[src/rtl/lcd_seq_pkg.sv]
// Shared types and constants for the LCD command sequencer.
// HD44780 init commands and the FSM/source encodings.
package lcd_seq_pkg;

  typedef enum logic [1:0] {
    PWRUP,
    ISSUE,
    WAIT,
    IDLE
  } state_e;

  typedef enum logic {
    INIT,
    FIFO
  } src_e;

  typedef struct packed {
    logic       rs;
    logic [7:0] data;
  } lcd_xfer_t;

  localparam int INIT_LEN = 4;

  localparam logic [7:0] LCD_CMD_FUNCSET = 8'h38;
  localparam logic [7:0] LCD_CMD_DISPON  = 8'h0C;
  localparam logic [7:0] LCD_CMD_CLEAR   = 8'h01;
  localparam logic [7:0] LCD_CMD_ENTRY   = 8'h06;

  function automatic logic [7:0] init_cmd(
    input logic [1:0] idx
  );
    logic [7:0] cmd;
    unique case (idx)
      2'd0: cmd = LCD_CMD_FUNCSET;
      2'd1: cmd = LCD_CMD_DISPON;
      2'd2: cmd = LCD_CMD_CLEAR;
      2'd3: cmd = LCD_CMD_ENTRY;
    endcase
    return cmd;
  endfunction

endpackage

[src/rtl/lcd_cmd_sequencer_if.sv]
// Request port and LCD write-controller handshake bundle.
// The slave view is the sequencer; master is its environment.
interface lcd_cmd_sequencer_if;

  logic        req_valid;
  logic        req_ready;
  logic        req_rs;
  logic [7:0]  req_data;

  logic        lcd_start;
  logic [31:0] lcd_data_a;
  logic [31:0] lcd_data_b;
  logic        lcd_done;

  modport master (
    output req_valid,
    output req_rs,
    output req_data,
    output lcd_done,
    input  req_ready,
    input  lcd_start,
    input  lcd_data_a,
    input  lcd_data_b
  );

  modport slave (
    input  req_valid,
    input  req_rs,
    input  req_data,
    input  lcd_done,
    output req_ready,
    output lcd_start,
    output lcd_data_a,
    output lcd_data_b
  );

endinterface

[src/rtl/lcd_cmd_fifo.sv]
// Request FIFO of {rs, data} entries with occupancy count.
// Power-of-two depth, so pointers wrap naturally.
module lcd_cmd_fifo
  import lcd_seq_pkg::*;
#(
  parameter int DEPTH = 4
) (
  input  logic                   clock,
  input  logic                   reset,
  input  logic                   push_i,
  input  logic                   pop_i,
  input  lcd_xfer_t              wdata_i,
  output lcd_xfer_t              rdata_o,
  output logic [$clog2(DEPTH):0] count_o,
  output logic                   full_o,
  output logic                   empty_o
);

  localparam int AW = $clog2(DEPTH);
  localparam logic [AW:0] FULL_CNT = (AW+1)'(DEPTH);

  lcd_xfer_t   mem_q [DEPTH];
  logic [AW-1:0] wptr_q, wptr_d;
  logic [AW-1:0] rptr_q, rptr_d;
  logic [AW:0]   count_q, count_d;
  logic          do_push;
  logic          do_pop;

  assign full_o  = count_q == FULL_CNT;
  assign empty_o = count_q == '0;
  assign count_o = count_q;
  assign rdata_o = mem_q[rptr_q];

  assign do_push = push_i && !full_o;
  assign do_pop  = pop_i && !empty_o;

  always_comb begin
    wptr_d  = wptr_q + AW'(do_push);
    rptr_d  = rptr_q + AW'(do_pop);
    count_d = count_q
            + (AW+1)'(do_push)
            - (AW+1)'(do_pop);
  end

  always_ff @(posedge clock or negedge reset) begin
    if (!reset) begin
      wptr_q  <= '0;
      rptr_q  <= '0;
      count_q <= '0;
    end else begin
      wptr_q  <= wptr_d;
      rptr_q  <= rptr_d;
      count_q <= count_d;
    end
  end

  always_ff @(posedge clock) begin
    if (do_push) begin
      mem_q[wptr_q] <= wdata_i;
    end
  end

endmodule

[src/rtl/lcd_cmd_sequencer.sv]
// Powers up the LCD, issues the HD44780 init sequence, then
// drains processor requests one write-controller transfer at a time.
module lcd_cmd_sequencer
  import lcd_seq_pkg::*;
#(
  parameter int FIFO_DEPTH     = 4,
  parameter int POWERUP_CYCLES = 2000000,
  parameter int TIMEOUT_CYCLES = 500000
) (
  input  logic                        clock,
  input  logic                        reset,
  lcd_cmd_sequencer_if.slave          bus,
  output logic                        init_done,
  output logic                        busy,
  output logic                        timeout_err,
  output logic [$clog2(FIFO_DEPTH):0] fifo_count
);

  localparam int MAXC =
    (POWERUP_CYCLES > TIMEOUT_CYCLES) ?
    POWERUP_CYCLES : TIMEOUT_CYCLES;
  localparam int CW = $clog2(MAXC);

  localparam logic [CW-1:0] PWR_LAST =
    CW'(POWERUP_CYCLES - 1);
  localparam logic [CW-1:0] TMO_LAST =
    CW'(TIMEOUT_CYCLES - 1);
  localparam logic [1:0] IDX_LAST =
    2'(INIT_LEN - 1);

  state_e        state_q, state_d;
  src_e          src_q, src_d;
  logic [1:0]    idx_q, idx_d;
  logic [CW-1:0] cnt_q, cnt_d;
  logic          init_done_q, init_done_d;
  logic          tmo_q, tmo_d;
  lcd_xfer_t     xfer_q, xfer_d;

  lcd_xfer_t     fifo_head;
  lcd_xfer_t     fifo_wdata;
  logic          fifo_push;
  logic          fifo_pop;
  logic          fifo_full;
  logic          fifo_empty;
  logic          xfer_end;

  assign fifo_wdata = '{rs: bus.req_rs, data: bus.req_data};
  assign fifo_push  = bus.req_valid;

  lcd_cmd_fifo #(
    .DEPTH (FIFO_DEPTH)
  ) u_fifo (
    .clock   (clock),
    .reset   (reset),
    .push_i  (fifo_push),
    .pop_i   (fifo_pop),
    .wdata_i (fifo_wdata),
    .rdata_o (fifo_head),
    .count_o (fifo_count),
    .full_o  (fifo_full),
    .empty_o (fifo_empty)
  );

  always_ff @(posedge clock or negedge reset) begin
    if (!reset) begin
      state_q     <= PWRUP;
      src_q       <= INIT;
      idx_q       <= '0;
      cnt_q       <= '0;
      init_done_q <= 1'b0;
      tmo_q       <= 1'b0;
      xfer_q      <= '0;
    end else begin
      state_q     <= state_d;
      src_q       <= src_d;
      idx_q       <= idx_d;
      cnt_q       <= cnt_d;
      init_done_q <= init_done_d;
      tmo_q       <= tmo_d;
      xfer_q      <= xfer_d;
    end
  end

  // done wins over a timeout landing in the same cycle
  assign xfer_end = bus.lcd_done || (cnt_q == TMO_LAST);

  always_comb begin
    state_d     = state_q;
    src_d       = src_q;
    idx_d       = idx_q;
    cnt_d       = cnt_q;
    init_done_d = init_done_q;
    tmo_d       = tmo_q;
    unique case (state_q)
      PWRUP: begin
        if (cnt_q == PWR_LAST) begin
          cnt_d   = '0;
          idx_d   = '0;
          src_d   = INIT;
          state_d = ISSUE;
        end else begin
          cnt_d = cnt_q + CW'(1);
        end
      end
      ISSUE: begin
        cnt_d   = '0;
        state_d = WAIT;
      end
      WAIT: begin
        cnt_d = cnt_q + CW'(1);
        if (xfer_end) begin
          if (!bus.lcd_done) begin
            tmo_d = 1'b1;
          end
          if (src_q == FIFO) begin
            state_d = IDLE;
          end else if (idx_q == IDX_LAST) begin
            init_done_d = 1'b1;
            state_d     = IDLE;
          end else begin
            idx_d   = idx_q + 2'd1;
            state_d = ISSUE;
          end
        end
      end
      IDLE: begin
        if (!fifo_empty) begin
          src_d   = FIFO;
          state_d = ISSUE;
        end
      end
      default: begin
        state_d = PWRUP;
      end
    endcase
  end

  // the transfer is latched on entry to ISSUE so data is valid
  // alongside lcd_start and holds until the next ISSUE
  always_comb begin
    xfer_d = xfer_q;
    if (state_d == ISSUE) begin
      if (src_d == INIT) begin
        xfer_d = '{rs: 1'b0, data: init_cmd(idx_d)};
      end else begin
        xfer_d = fifo_head;
      end
    end
    fifo_pop       = (state_q == ISSUE) && (src_q == FIFO);
    bus.lcd_start  = state_q == ISSUE;
    bus.lcd_data_a = {31'b0, xfer_q.rs};
    bus.lcd_data_b = {24'b0, xfer_q.data};
    bus.req_ready  = !fifo_full;
    busy           = (state_q != IDLE) || !fifo_empty;
    init_done      = init_done_q;
    timeout_err    = tmo_q;
  end

endmodule

[src/flat_wrapper.sv]
// flat-port wrapper written by rule: the top's interface ports become plain ports
module lcd_cmd_sequencer_flat import lcd_seq_pkg::*;
#(
  parameter int FIFO_DEPTH     = 4,
  parameter int POWERUP_CYCLES = 2000000,
  parameter int TIMEOUT_CYCLES = 500000
)
  (clock, reset, init_done, busy, timeout_err, fifo_count, bus_req_valid, bus_req_rs, bus_req_data, bus_lcd_done, bus_req_ready, bus_lcd_start, bus_lcd_data_a, bus_lcd_data_b);
  lcd_cmd_sequencer_if bus_i ();
  input  logic clock;
  input  logic reset;
  output logic init_done;
  output logic busy;
  output logic timeout_err;
  output logic [$clog2(FIFO_DEPTH):0] fifo_count;
  input wire logic [$bits(bus_i.req_valid)-1:0] bus_req_valid;
  input wire logic [$bits(bus_i.req_rs)-1:0] bus_req_rs;
  input wire logic [$bits(bus_i.req_data)-1:0] bus_req_data;
  input wire logic [$bits(bus_i.lcd_done)-1:0] bus_lcd_done;
  output wire logic [$bits(bus_i.req_ready)-1:0] bus_req_ready;
  output wire logic [$bits(bus_i.lcd_start)-1:0] bus_lcd_start;
  output wire logic [$bits(bus_i.lcd_data_a)-1:0] bus_lcd_data_a;
  output wire logic [$bits(bus_i.lcd_data_b)-1:0] bus_lcd_data_b;
  assign bus_i.req_valid = bus_req_valid;
  assign bus_i.req_rs = bus_req_rs;
  assign bus_i.req_data = bus_req_data;
  assign bus_i.lcd_done = bus_lcd_done;
  assign bus_req_ready = bus_i.req_ready;
  assign bus_lcd_start = bus_i.lcd_start;
  assign bus_lcd_data_a = bus_i.lcd_data_a;
  assign bus_lcd_data_b = bus_i.lcd_data_b;
  lcd_cmd_sequencer #(.FIFO_DEPTH(FIFO_DEPTH), .POWERUP_CYCLES(POWERUP_CYCLES), .TIMEOUT_CYCLES(TIMEOUT_CYCLES)) u_core (.clock(clock), .reset(reset), .bus(bus_i), .init_done(init_done), .busy(busy), .timeout_err(timeout_err), .fifo_count(fifo_count));
endmodule
[config.mk]
export PLATFORM = sky130hd
export DESIGN_NAME = lcd_cmd_sequencer_flat
export DESIGN_NICKNAME = d
export VERILOG_FILES = /design/src/rtl/lcd_seq_pkg.sv /design/src/rtl/lcd_cmd_sequencer_if.sv /design/src/rtl/lcd_cmd_fifo.sv /design/src/rtl/lcd_cmd_sequencer.sv /design/src/flat_wrapper.sv
export SDC_FILE = /design/constraint.sdc
export NUM_CORES = 1
export LEC_CHECK = 0
export CAP_MARGIN = 10
export CORE_AREA = 2 2 86 109
export CTS_CLUSTER_SIZE = 8
export DETAILED_ROUTE_END_ITERATION = 7
export DIE_AREA = 0 0 88 111
export PLACE_DENSITY = 0.88
export SKIP_LAST_GASP = 1
export SLEW_MARGIN = 20
export SYNTH_ARGS = -nofsm -noshare
export SYNTH_HDL_FRONTEND = slang
export SYNTH_SLANG_ARGS = --single-unit
[constraint.sdc]
create_clock -name clock -period 3.9 [get_ports clock]
set_input_delay 0.39 -clock clock [delete_from_list [all_inputs] [get_ports clock]]
set_output_delay 0.39 -clock clock [all_outputs]
set_load 0.005 [all_outputs]
==> summary.md <==
| Metric | Value |
|---|---|
| Status | complete, no violations |
| Critical path peak fanout | 9 |
| Fmax | between 300 and 400 MHz |
| Clock latency on the worst-skew pair | 0.34 ns |
| Starting density of the core | 0.482 |
| CP endpoint kind | register |
| Grt ovf | 0 |
| TritonCTS clock tree | built |
| Most frequent cells in the layout | conb_1 (55), dfrtp_1 (44), edfxtp_1 (36) |
| Power after layout | 3.42 mW |
| Worst Setup Path Type | reg -> reg |
| Synth Warn # | 0 |
| CTS resizes | 0 |
| Final std cells w/o fill | approximately 520 |
| Cell variety after synth | 58 |
| Setup bufs post-CTS | 0 |
| Cell Area, Synth | about 0.0043 mm^2 |
| Worst-margin pin slew | 0.962 ns |
| Maximum number of pins on one net before global-route repair | between 40 and 50 |
| Final net count | between 400 and 500 |
| # rows | 39 |
| ANT cells | 0 |
| Post-Syn Area per Cell | ~12 um^2 |
| Number of vias per cell | 5.18 |
| Library cell with the largest summed area after synthesis | dfrtp_1 |
| FF-to-FF path depth | 8 |
| DRT Pass-1 Iters | 5 |
| Register area share after synthesis | 0.512 |
| Buffers added on ports | 29 |
| Final Cycle Share | 0.771 |
| Wire per inst | 15.0 um |
| DRT iter0 DRCs | 148 |
| Die area | around 0.0098 mm^2 |
| Gr usage total | 0.169 |
| Final Setup Violations | 0 |
| Static Leak | between 1.5 and 2 nW |
| Placed Cells | ~510 |
| Placer Congestion | between 0.8 and 0.9 |
| # DRC | 0 |
| Worst R2R End | u_core.bus.lcd_data_b[0] |
| TNS Setup | 0 ns |
| Synth top area cells | dfrtp_1 (26%), edfxtp_1 (25%), buf_4 (10%), mux4_2 (4.8%), ha_1 (2.9%) |
| Req. time, crit path | 4.12 ns |
| Via Count | around 2700 |
| Synth async-reset ratio | 0.550 |
| Commonest non-fill, non-tap cell in the layout | conb_1 |
| VDD IR max | ~0.54 mV |
| Area fraction of the dominant cell type after synthesis | 0.259 |
| Post-synth EDFFs | 36 |
| Fin crit period | about 3 ns |
| Number of H-tree levels | 3 |
| Worst R2R Setup Slack | about 0.89 ns |
| CTS Buf Count | 9 |
| Final Max Slew Viols | 0 |
| DP HPWL | between 5000 and 6000 um |
| Clk buf depth | 2 |
| Hold Path Class | in -> async |
| Area Overhead vs Synth | 11.6% |
| Post-Route WL | 7820 um |
| # hold bufs at CTS | 0 |
| P per Cell Area | around 700 mW/mm^2 |
| I/O Pins | 85 |
| Die width | around 88 um |
| Total clock sinks | 80 |
| Antenna violations before repair | 0 |
| Cells after Synth | between 300 and 400 |
| Final Hold Vio Count | 0 |
| Core region area | between 0.008 and 0.009 mm^2 |
| Final Skew | roughly 0.0060 ns |
| Yosys reg bits | 80 |
| Post-synth top flop | dfrtp_1 |
| Die Ht | roughly 110 um |
| Clock slew at reported path FFs | about 0.06 ns |
| Post-route antenna net violation count | 0 |
| RSZ-0062 raised after global routing | false |
| Vias in the first global route | 2607 |
| WP data arrival | between 3 and 4 ns |
| Slew Limit Headroom | 0.358 |
| Global-route wire length before repair | roughly 13000 um |
| Proportion of layout cells with a drive suffix above 1 | 0.120 |
| CP Launch Type | register |
| Worst r2r src | u_core.cnt_q[0] |
| Root Driver | clkbuf_16 |
| Maxcap violations | 0 |
cells in the mapped netlist (2+ instances only):
| master | instances |
|---|---|
| mux4_2 | 9 |
| nor4b_1 | 2 |
| or4_4 | 2 |
| a21o_1 | 2 |
| nor3b_1 | 4 |
| nand3_1 | 8 |
| nand4_1 | 4 |
| or4_1 | 3 |
| buf_6 | 5 |
| mux2_4 | 4 |
| nand2b_1 | 2 |
| buf_4 | 57 |
| o31ai_1 | 5 |
| edfxtp_1 | 36 |
| nor3_1 | 6 |
| and3_1 | 6 |
| nor2b_1 | 4 |
| nand2_1 | 17 |
| a31oi_1 | 2 |
| xnor2_1 | 12 |
| ha_1 | 10 |
| o21ai_0 | 12 |
| mux2_2 | 3 |
| inv_1 | 17 |
| mux2i_1 | 3 |
| nor4_1 | 2 |
| nor2_1 | 28 |
| or2_1 | 2 |
| xor2_1 | 6 |
| nand3b_1 | 2 |
| dfrtp_1 | 44 |
| a21oi_1 | 9 |
| and2_1 | 2 |
| o41ai_1 | 3 |
| or2_2 | 2 |
routing by layer:
| layer | global-route usage | part of all wire | up-vias |
|---|---|---|---|
| met1 | 0.188 | 0.38 | 1342 |
| met5 | 0 | 0 | - |
| met4 | 0.0574 | 0.014 | 0 |
| met3 | 0.0499 | 0.056 | 11 |
| li1 | - | - | 1238 |
| met2 | 0.301 | 0.55 | 111 |
where the power goes:
part           leakage [nW]  internal [mW]  total (mW)  switching, mW
clock network         0.139          0.501       0.847          0.346
logic                 0.921          0.658        1.28          0.626
registers             0.892           1.10        1.29          0.192
total                  1.95           2.26        3.42           1.16
stage by stage:
stage	hold slack, ns	util	worst slack (ns)	cell area [um^2]
after floorplan	0.0944	-	1.33	4460
after global placement	0.447	0.504	1.14	4450
after detailed placement	0.452	0.504	1.04	4450
after CTS	0.235	0.538	0.931	4750
after global routing	0.277	0.538	0.669	4750
final	0.204	0.538	0.892	4750
critical path, stage by stage (launching register included):
cell and delay [ns]:
dfrtp_1 0.38, ha_1 0.23, nand4_1 0.19, or4_4 0.49, o31ai_1 0.60, a21oi_1 0.13
nor4b_2 0.27, buf_4 0.24, mux2_2 0.35
kinds of logic after synthesis:
group                      Yosys count  share of synthesized area
AOI/OAI and AO/OA                   44                     0.0717
adders and majority gates           11                     0.0341
xor gates and xnor gates            18                     0.0370
and+or+nand+nor                    104                      0.135
DFF                                 80                      0.512
buffers and inverters               80                      0.130
muxes                               20                     0.0793
other                                1                   0.000880
state kept, by name, summed over array words and instances (netlist names):
| signal | flops |
|---|---|
| u_core.cnt_q | 21 |
| u_core.bus.lcd_data_a | 1 |
| u_core.u_fifo.count_o | 3 |
| u_core.u_fifo.rptr_q | 2 |
| u_core.bus.lcd_data_b | 8 |
| u_core.timeout_err | 1 |
| u_core.u_fifo.mem_q | 36 |
| u_core.state_q | 2 |
| u_core.u_fifo.wptr_q | 2 |
| u_core.init_done | 1 |
| u_core.idx_q | 2 |
| u_core.src_q | 1 |
final cells by class:
cell class	count	area, um^2
repair buffers	34	323
clock buffers	9	225
flip-flops and latches	80	2180
well taps	123	154
clock inverters	7	78.8
inverters	17	63.8
fillers	697	4080
multi-input cells	252	1730
how the worst max path moves through the flow:
stage / startpoint / end / slack [ns] / depth (start not counted)
floorplan: u_core.cnt_q[14] / u_core.bus.lcd_data_b[2] / 1.33 / 7
global placement: u_core.cnt_q[0] / u_core.bus.lcd_data_b[0] / 1.14 / 8
detailed placement: u_core.cnt_q[0] / u_core.bus.lcd_data_b[5] / 1.04 / 8
CTS: u_core.cnt_q[0] / u_core.bus.lcd_data_b[0] / 0.93 / 8
global route: u_core.cnt_q[0] / u_core.bus.lcd_data_b[0] / 0.67 / 8
finish: u_core.cnt_q[0] / u_core.bus.lcd_data_b[0] / 0.89 / 8
Power figures use the tool's default switching activity.
